File: config.mk
export PLATFORM = sky130hd
export DESIGN_NAME = hex_scan_driver
export DESIGN_NICKNAME = d
export VERILOG_FILES = /design/src/rtl/hex_scan_driver.sv
export SDC_FILE = /design/constraint.sdc
export NUM_CORES = 1
export LEC_CHECK = 0
export ABC_AREA = 0
export BUFFER_PORTS_ARGS = -buffer_cell sky130_fd_sc_hd__buf_2
export CORE_MARGIN = 2
export CORE_UTILIZATION = 40
export CTS_CLUSTER_SIZE = 28
export DETAILED_ROUTE_END_ITERATION = 10
export HOLD_SLACK_MARGIN = 0.06
export MAX_ROUTING_LAYER = met4
export PLACE_DENSITY = 0.71
export RECOVER_POWER = 25
export SYNTH_ARGS = -nofsm -noshare
export SYNTH_HDL_FRONTEND = slang
export SYNTH_SLANG_ARGS = --single-unit
File: constraint.sdc
create_clock -name clk -period 4.8 [get_ports clk]
set_clock_uncertainty 0.2 [all_clocks]
set_input_delay 0.96 -clock clk [delete_from_list [all_inputs] [get_ports clk]]
set_output_delay 0.96 -clock clk [all_outputs]
set_load 0.05 [all_outputs]
File: src/rtl/hex_scan_driver.sv
// hex_scan_driver
//   Time-multiplexed scanner for a multi-digit seven-segment display. A data
//   word is captured once per frame. The digits are then lit one per slot,
//   each slot lasting DIV clock cycles. Each slot presents one nibble to the
//   downstream hex-to-segment decoder and pulls the matching anode low.
//   Leading zero digits can optionally be blanked. Digit 0 is never blanked.
//
// Ports
//   clk         system clock, rising edge
//   rst         asynchronous reset, active-high
//   data_in     value to display, nibble i = data_in[4i+3:4i], digit 0 = LSN
//   hold        1 = keep the current snapshot at the frame wrap
//   nibble_out  nibble for the active digit (decoder input)
//   an_out      active-low one-hot digit enable, all ones = dark
//   blank_out   1 = current slot blanked
//   frame_done  one-cycle pulse after the scan wraps to digit 0
module hex_scan_driver #(
  parameter int DIGITS   = 8,
  parameter int DIV      = 50000,
  parameter int LZ_BLANK = 1
) (
  input  logic                  clk,
  input  logic                  rst,
  input  logic [4*DIGITS-1:0]   data_in,
  input  logic                  hold,
  output logic [3:0]            nibble_out,
  output logic [DIGITS-1:0]     an_out,
  output logic                  blank_out,
  output logic                  frame_done
);

  localparam int PW = (DIV > 1) ? $clog2(DIV) : 1;
  localparam int IW = (DIGITS > 1) ? $clog2(DIGITS) : 1;

  localparam logic [PW-1:0]     PRE_LAST = PW'(DIV - 1);
  localparam logic [IW-1:0]     IDX_LAST = IW'(DIGITS - 1);
  localparam logic [IW-1:0]     IDX_ZERO = {IW{1'b0}};
  localparam logic [DIGITS-1:0] AN_DARK  = {DIGITS{1'b1}};
  localparam logic [DIGITS-1:0] AN_ONE   = {{(DIGITS-1){1'b0}}, 1'b1};

  // Bit i is set when nibbles i..DIGITS-1 of v are all zero. Digit i is then
  // a leading zero, unless i is digit 0.
  function automatic logic [DIGITS-1:0] zero_tail(input logic [4*DIGITS-1:0] v);
    logic [DIGITS-1:0] z;
    logic              run;
    z   = {DIGITS{1'b0}};
    run = 1'b1;
    for (int i = DIGITS - 1; i >= 0; i--) begin
      run  = run & (v[4*i +: 4] == 4'h0);
      z[i] = run;
    end
    return z;
  endfunction

  logic [PW-1:0]         prescale_r;
  logic [IW-1:0]         idx_r;
  logic [4*DIGITS-1:0]   snap_r;
  logic [3:0]            nibble_r;
  logic [DIGITS-1:0]     an_r;
  logic                  blank_r;
  logic                  frame_done_r;

  logic                  tick_s;
  logic                  wrap_s;
  logic [IW-1:0]         idx_n_s;
  logic [4*DIGITS-1:0]   snap_n_s;
  logic [DIGITS-1:0]     tail_zero_s;
  logic                  blank_n_s;
  logic [3:0]            nibble_n_s;
  logic [DIGITS-1:0]     an_n_s;

  // Next-state view of the scan: the index, snapshot and slot outputs that
  // become valid after this edge if the edge is a tick.
  always_comb begin
    tick_s      = (prescale_r == PRE_LAST);
    idx_n_s     = idx_r;
    snap_n_s    = snap_r;
    blank_n_s   = 1'b1;
    nibble_n_s  = 4'h0;
    an_n_s      = AN_DARK;

    if (tick_s) begin
      if (idx_r == IDX_LAST) begin
        idx_n_s = IDX_ZERO;
      end else begin
        idx_n_s = idx_r + IW'(1);
      end
    end else begin
      idx_n_s = idx_r;
    end

    wrap_s = tick_s && (idx_n_s == IDX_ZERO);

    // hold is only looked at on the wrap tick, so a frame is never torn.
    if (wrap_s && !hold) begin
      snap_n_s = data_in;
    end else begin
      snap_n_s = snap_r;
    end

    // Blanking uses the snapshot as it will be after this edge. The first
    // slot of a new frame therefore already sees the freshly loaded word.
    tail_zero_s = zero_tail(snap_n_s);
    blank_n_s   = (LZ_BLANK != 0) && (idx_n_s != IDX_ZERO) && tail_zero_s[idx_n_s];

    if (blank_n_s) begin
      an_n_s     = AN_DARK;
      nibble_n_s = 4'h0;
    end else begin
      an_n_s     = ~(AN_ONE << idx_n_s);
      nibble_n_s = snap_n_s[{idx_n_s, 2'b00} +: 4];
    end
  end

  // Slot prescaler: counts 0..DIV-1 and returns to zero on the tick.
  always_ff @(posedge clk or posedge rst) begin
    if (rst) begin
      prescale_r <= {PW{1'b0}};
    end else if (tick_s) begin
      prescale_r <= {PW{1'b0}};
    end else begin
      prescale_r <= prescale_r + PW'(1);
    end
  end

  // Scan state: the digit index and the frame snapshot advance only on a tick.
  always_ff @(posedge clk or posedge rst) begin
    if (rst) begin
      idx_r  <= IDX_ZERO;
      snap_r <= {(4*DIGITS){1'b0}};
    end else if (tick_s) begin
      idx_r  <= idx_n_s;
      snap_r <= snap_n_s;
    end else begin
      idx_r  <= idx_r;
      snap_r <= snap_r;
    end
  end

  // Registered display outputs: these are held stable between ticks.
  always_ff @(posedge clk or posedge rst) begin
    if (rst) begin
      nibble_r <= 4'h0;
      an_r     <= AN_DARK;
      blank_r  <= 1'b1;
    end else if (tick_s) begin
      nibble_r <= nibble_n_s;
      an_r     <= an_n_s;
      blank_r  <= blank_n_s;
    end else begin
      nibble_r <= nibble_r;
      an_r     <= an_r;
      blank_r  <= blank_r;
    end
  end

  // Frame pulse: high for the single cycle that follows the wrap tick.
  always_ff @(posedge clk or posedge rst) begin
    if (rst) begin
      frame_done_r <= 1'b0;
    end else begin
      frame_done_r <= wrap_s;
    end
  end

  assign nibble_out = nibble_r;
  assign an_out     = an_r;
  assign blank_out  = blank_r;
  assign frame_done = frame_done_r;

endmodule

==> flow_metrics.env <==
export IMPL_outcome="finished with violations"
export IMPL_violations="capacitance limit, slew limit"
export IMPL_synth_flop_cell="sky130_fd_sc_hd__dfrtp_1"
export IMPL_fraction_of_registers_with_async_set_or_reset_after_synthesis_pct=100.0
export IMPL_buffer_ports_inserted=48
export IMPL_timing_critical_path_to_type="flip-flop"
export IMPL_grt_first_pass_wirelength_mm=13.27
export IMPL_detailed_place_hpwl_mm=6.055
export IMPL_max_cap_viol_count=1
export IMPL_row_count=32
export IMPL_width_of_the_die_um=93.30
export IMPL_synth_net_count=376
export IMPL_die_area_sq_um=8704
export IMPL_grt_pass1_vias=2634
export IMPL_r2r_slack_ns=1.01
export IMPL_start_util_pct=41.27
export IMPL_slew_headroom_pct=-40.40
export IMPL_final_max_slew_violation_count=41
export IMPL_chipHeight_um=93.30
export IMPL_actual_slew_at_the_worst_max_slew_pin_ns=2.106
export IMPL_dr_total_vias=2663
export IMPL_root_buffer="sky130_fd_sc_hd__clkbuf_8"
export IMPL_final_period_minus_worst_setup_slack_ns=3.787
export IMPL_layout_drive_gt1_share_pct=23.43
export IMPL_min_delay_start="prescale_r[0]"
export IMPL_numCtsBuffers=9
export IMPL_clk_pin_slew_worst_paths_ns=0.07
export IMPL_worstReg2RegEnd="nibble_out[0]"
export IMPL_postCtsResizedCells=0
export IMPL_synthesis_yosys_warnings=0
export IMPL_clkLatencyLatePin_ns=0.35
export IMPL_final_min_period_over_clock_period_pct=78.89
export IMPL_io_pins=49
export IMPL_setup_violations=0
export IMPL_htree_levels=3
export IMPL_detail_route_first_pass_iterations=4
export IMPL_grt_max_degree=41
export IMPL_globalRoute_totalOverflow=0
export IMPL_finalHoldViolations=0
export IMPL_num_nets_final=430
export IMPL_setup_repair_after_global_routing_missed_its_margin="false"
export IMPL_core_sq_um=7727
export IMPL_irDropWorstVdd_mv=0.1386
export IMPL_antenna_cells_inserted=0
export IMPL_clock_fmax_ghz=0.2641
export IMPL_initialDrtViolationCount=257
export IMPL_p_per_area_nw_per_um2=263.7
export IMPL_setup_worst_path_class="flip-flop to flip-flop"
export IMPL_post_cts_setup_buffer_count=0
export IMPL_post_synth_instance_area_sq_um=3189
export IMPL_cts_hold_buf=0
export IMPL_reg2regPathDepth=9
export IMPL_hold_class="flip-flop to flip-flop"
export IMPL_timing_critical_path_fanout_max=24
export IMPL_route_detailed_wl_per_inst_um=16.27
export IMPL_hold_path_end="prescale_r[0]"
export IMPL_clock_sink_count=65
export IMPL_cts_tree="built"
export IMPL_instance_count_of_the_mapped_netlist=338
export IMPL_yosys_cell_types_count=47
export IMPL_rr_startpoint="idx_r[0]"
export IMPL_ant_nets=0
export IMPL_routed_wl_mm=8.118
export IMPL_gp_congestion=0.9811
export IMPL_initial_antenna_violation_count=0
export IMPL_groute_usage_overall_pct=20.51
export IMPL_synth_edf_count=0
export IMPL_syn_avg_cell_area_sq_um=9.436
export IMPL_critPathLaunchType="flip-flop"
export IMPL_post_layout_power_mw=0.9842
export IMPL_drc=0
export IMPL_avgViaCountPerCell=5.337
export IMPL_ys_seq_elements=65
export IMPL_cts_max_path_buffers=2
export IMPL_syn_to_final_growth_pct=17.03
export IMPL_worst_ep_arrival_time_ns=3.81
export IMPL_post_route_util_pct=48.30
export IMPL_hold_path_cell_count=1
export IMPL_cp_data_required_time_ns=4.82
export IMPL_leakagePower_nw=1.849
export IMPL_setup_tns_final_ns=0
export IMPL_timing_critical_path_from="idx_r[0]"
export IMPL_seq_total_area_yosys_pct=51.35
## metrics by stage
| stage | instance area, sq um | worst slack (ns) | std cells | hold slack, ns |
|---|---|---|---|---|
| after floorplan | 3189 | 1.362 | 338 | 0.2251 |
| after global placement | 3570 | 1.257 | 483 | 0.2483 |
| after detailed placement | 3570 | 1.079 | 483 | 0.2515 |
| after CTS | 3736 | 1.049 | 499 | 0.2607 |
| after global routing | 3732 | 0.6086 | 499 | 0.2733 |
| final | 3732 | 1.013 | 499 | 0.2671 |
## final cells by class
| class | instances | area, sq um |
|---|---|---|
| Clock inverter | 3 | 17.52 |
| Clock buffer | 13 | 148.9 |
| Tap cell | 102 | 127.6 |
| Multi-Input combinational cell | 258 | 1500 |
| Inverter | 3 | 11.26 |
| Sequential cell | 65 | 1638 |
| Fill cell | 747 | 3995 |
| Timing Repair Buffer | 55 | 289.0 |
## power by group
part | switching, mW | leakage, nW | internal [mW] | total [mW]
Combinational | 0.0201 | 0.913 | 0.0118 | 0.0320
Sequential | 0 | 0.852 | 0.548 | 0.548
Clock | 0.204 | 0.0834 | 0.200 | 0.404
## flip-flops by register name, indices dropped and copies added (netlist names)
name        cells
an_out          8
prescale_r     16
frame_done      1
idx_r           3
snap_r         32
blank_out       1
nibble_out      4
## cells in the final DEF (no fill, tap or decap), types with 2 or more instances in the layout
cell and count:
sky130_fd_sc_hd__nand2_1 106, sky130_fd_sc_hd__dfrtp_1 56, sky130_fd_sc_hd__buf_2 48, sky130_fd_sc_hd__nor2_1 25, sky130_fd_sc_hd__nor4_1 13, sky130_fd_sc_hd__mux2i_1 10
sky130_fd_sc_hd__mux2_2 10, sky130_fd_sc_hd__clkbuf_8 10, sky130_fd_sc_hd__nand3_1 9, sky130_fd_sc_hd__xor2_1 9, sky130_fd_sc_hd__dfstp_2 9, sky130_fd_sc_hd__o21ai_0 7
sky130_fd_sc_hd__a31oi_1 7, sky130_fd_sc_hd__and3_1 7, sky130_fd_sc_hd__buf_4 6, sky130_fd_sc_hd__xnor2_1 4, sky130_fd_sc_hd__clkbuf_1 4, sky130_fd_sc_hd__nor3_1 3
sky130_fd_sc_hd__a21oi_1 3, sky130_fd_sc_hd__or3_1 3, sky130_fd_sc_hd__a32oi_1 3, sky130_fd_sc_hd__a311oi_1 3, sky130_fd_sc_hd__ha_1 3, sky130_fd_sc_hd__nor2b_1 2
sky130_fd_sc_hd__nand4b_1 2, sky130_fd_sc_hd__or4_1 2, sky130_fd_sc_hd__clkinv_1 2, sky130_fd_sc_hd__nand3b_1 2, sky130_fd_sc_hd__o22ai_1 2, sky130_fd_sc_hd__and2_1 2
sky130_fd_sc_hd__a211o_1 2, sky130_fd_sc_hd__clkinv_2 2
## critical path: stages, from the launching register on
cell	delay (ns)
sky130_fd_sc_hd__dfrtp_1	0.44
sky130_fd_sc_hd__ha_1	0.23
sky130_fd_sc_hd__ha_1	0.41
sky130_fd_sc_hd__nor3_1	0.43
sky130_fd_sc_hd__nor2b_1	0.27
sky130_fd_sc_hd__nand2_1	0.56
sky130_fd_sc_hd__mux2_2	0.51
sky130_fd_sc_hd__or3_1	0.31
sky130_fd_sc_hd__a32oi_1	0.19
sky130_fd_sc_hd__o21ai_0	0.11
## how the worst max path moves through the flow
stage                          endpoint  slack (ns)
after floorplan           nibble_out[2]        1.36
after global placement    nibble_out[2]        1.26
after detailed placement  nibble_out[0]        1.08
after CTS                 nibble_out[0]        1.05
after global routing          snap_r[5]        0.61
final                     nibble_out[0]        1.01
## metal layers
| layer | GRT usage [%] | vias up | part of all wire, % |
|---|---|---|---|
| met5 | - | - | 0 |
| met1 | 27.45 | 1255 | 46 |
| met2 | 30.40 | 103 | 46 |
| met4 | 8.088 | 0 | 2.1 |
| met3 | 4.674 | 17 | 6.2 |
| li1 | - | 1288 | - |
## kinds of logic (layout without fill, tap and decap cells)
logic type | count (synthesis) | count (layout) | synth area share, %
multiplexers | 20 | 20 | 6.669
AND/OR/NAND/NOR | 185 | 185 | 26.83
flip-flops | 65 | 65 | 51.35
buffers and inverters | 15 | 74 | 1.804
AO/OA/AOI/OAI | 37 | 37 | 8.592
XOR/XNOR | 13 | 13 | 3.570
adder cells (fa/ha/maj) | 3 | 3 | 1.177
## Yosys cell counts, types with 2 or more instances
library cell	count	share of area (%)
sky130_fd_sc_hd__and3_1	7	1.4
sky130_fd_sc_hd__nor3_1	3	0.47
sky130_fd_sc_hd__nor4_1	14	2.7
sky130_fd_sc_hd__and2_1	3	0.59
sky130_fd_sc_hd__a32oi_1	3	0.82
sky130_fd_sc_hd__clkbuf_1	11	1.3
sky130_fd_sc_hd__or3_1	3	0.59
sky130_fd_sc_hd__o21ai_0	7	1.1
sky130_fd_sc_hd__nand2_1	106	12
sky130_fd_sc_hd__mux2_2	10	3.5
sky130_fd_sc_hd__nand3_1	9	1.4
sky130_fd_sc_hd__a311oi_1	3	0.82
sky130_fd_sc_hd__dfstp_2	9	7.4
sky130_fd_sc_hd__ha_1	3	1.2
sky130_fd_sc_hd__nand4b_1	2	0.55
sky130_fd_sc_hd__xor2_1	9	2.5
sky130_fd_sc_hd__nand3b_1	2	0.47
sky130_fd_sc_hd__dfrtp_1	56	44
sky130_fd_sc_hd__xnor2_1	4	1.1
sky130_fd_sc_hd__a21oi_1	3	0.47
sky130_fd_sc_hd__mux2i_1	10	3.1
sky130_fd_sc_hd__a31oi_1	7	1.4
sky130_fd_sc_hd__a211o_1	2	0.55
sky130_fd_sc_hd__o22ai_1	2	0.39
sky130_fd_sc_hd__or4_1	2	0.47
sky130_fd_sc_hd__nor2_1	25	2.9
sky130_fd_sc_hd__clkinv_1	2	0.24
sky130_fd_sc_hd__nor2b_1	2	0.39
Power figures use the tool's default switching activity.
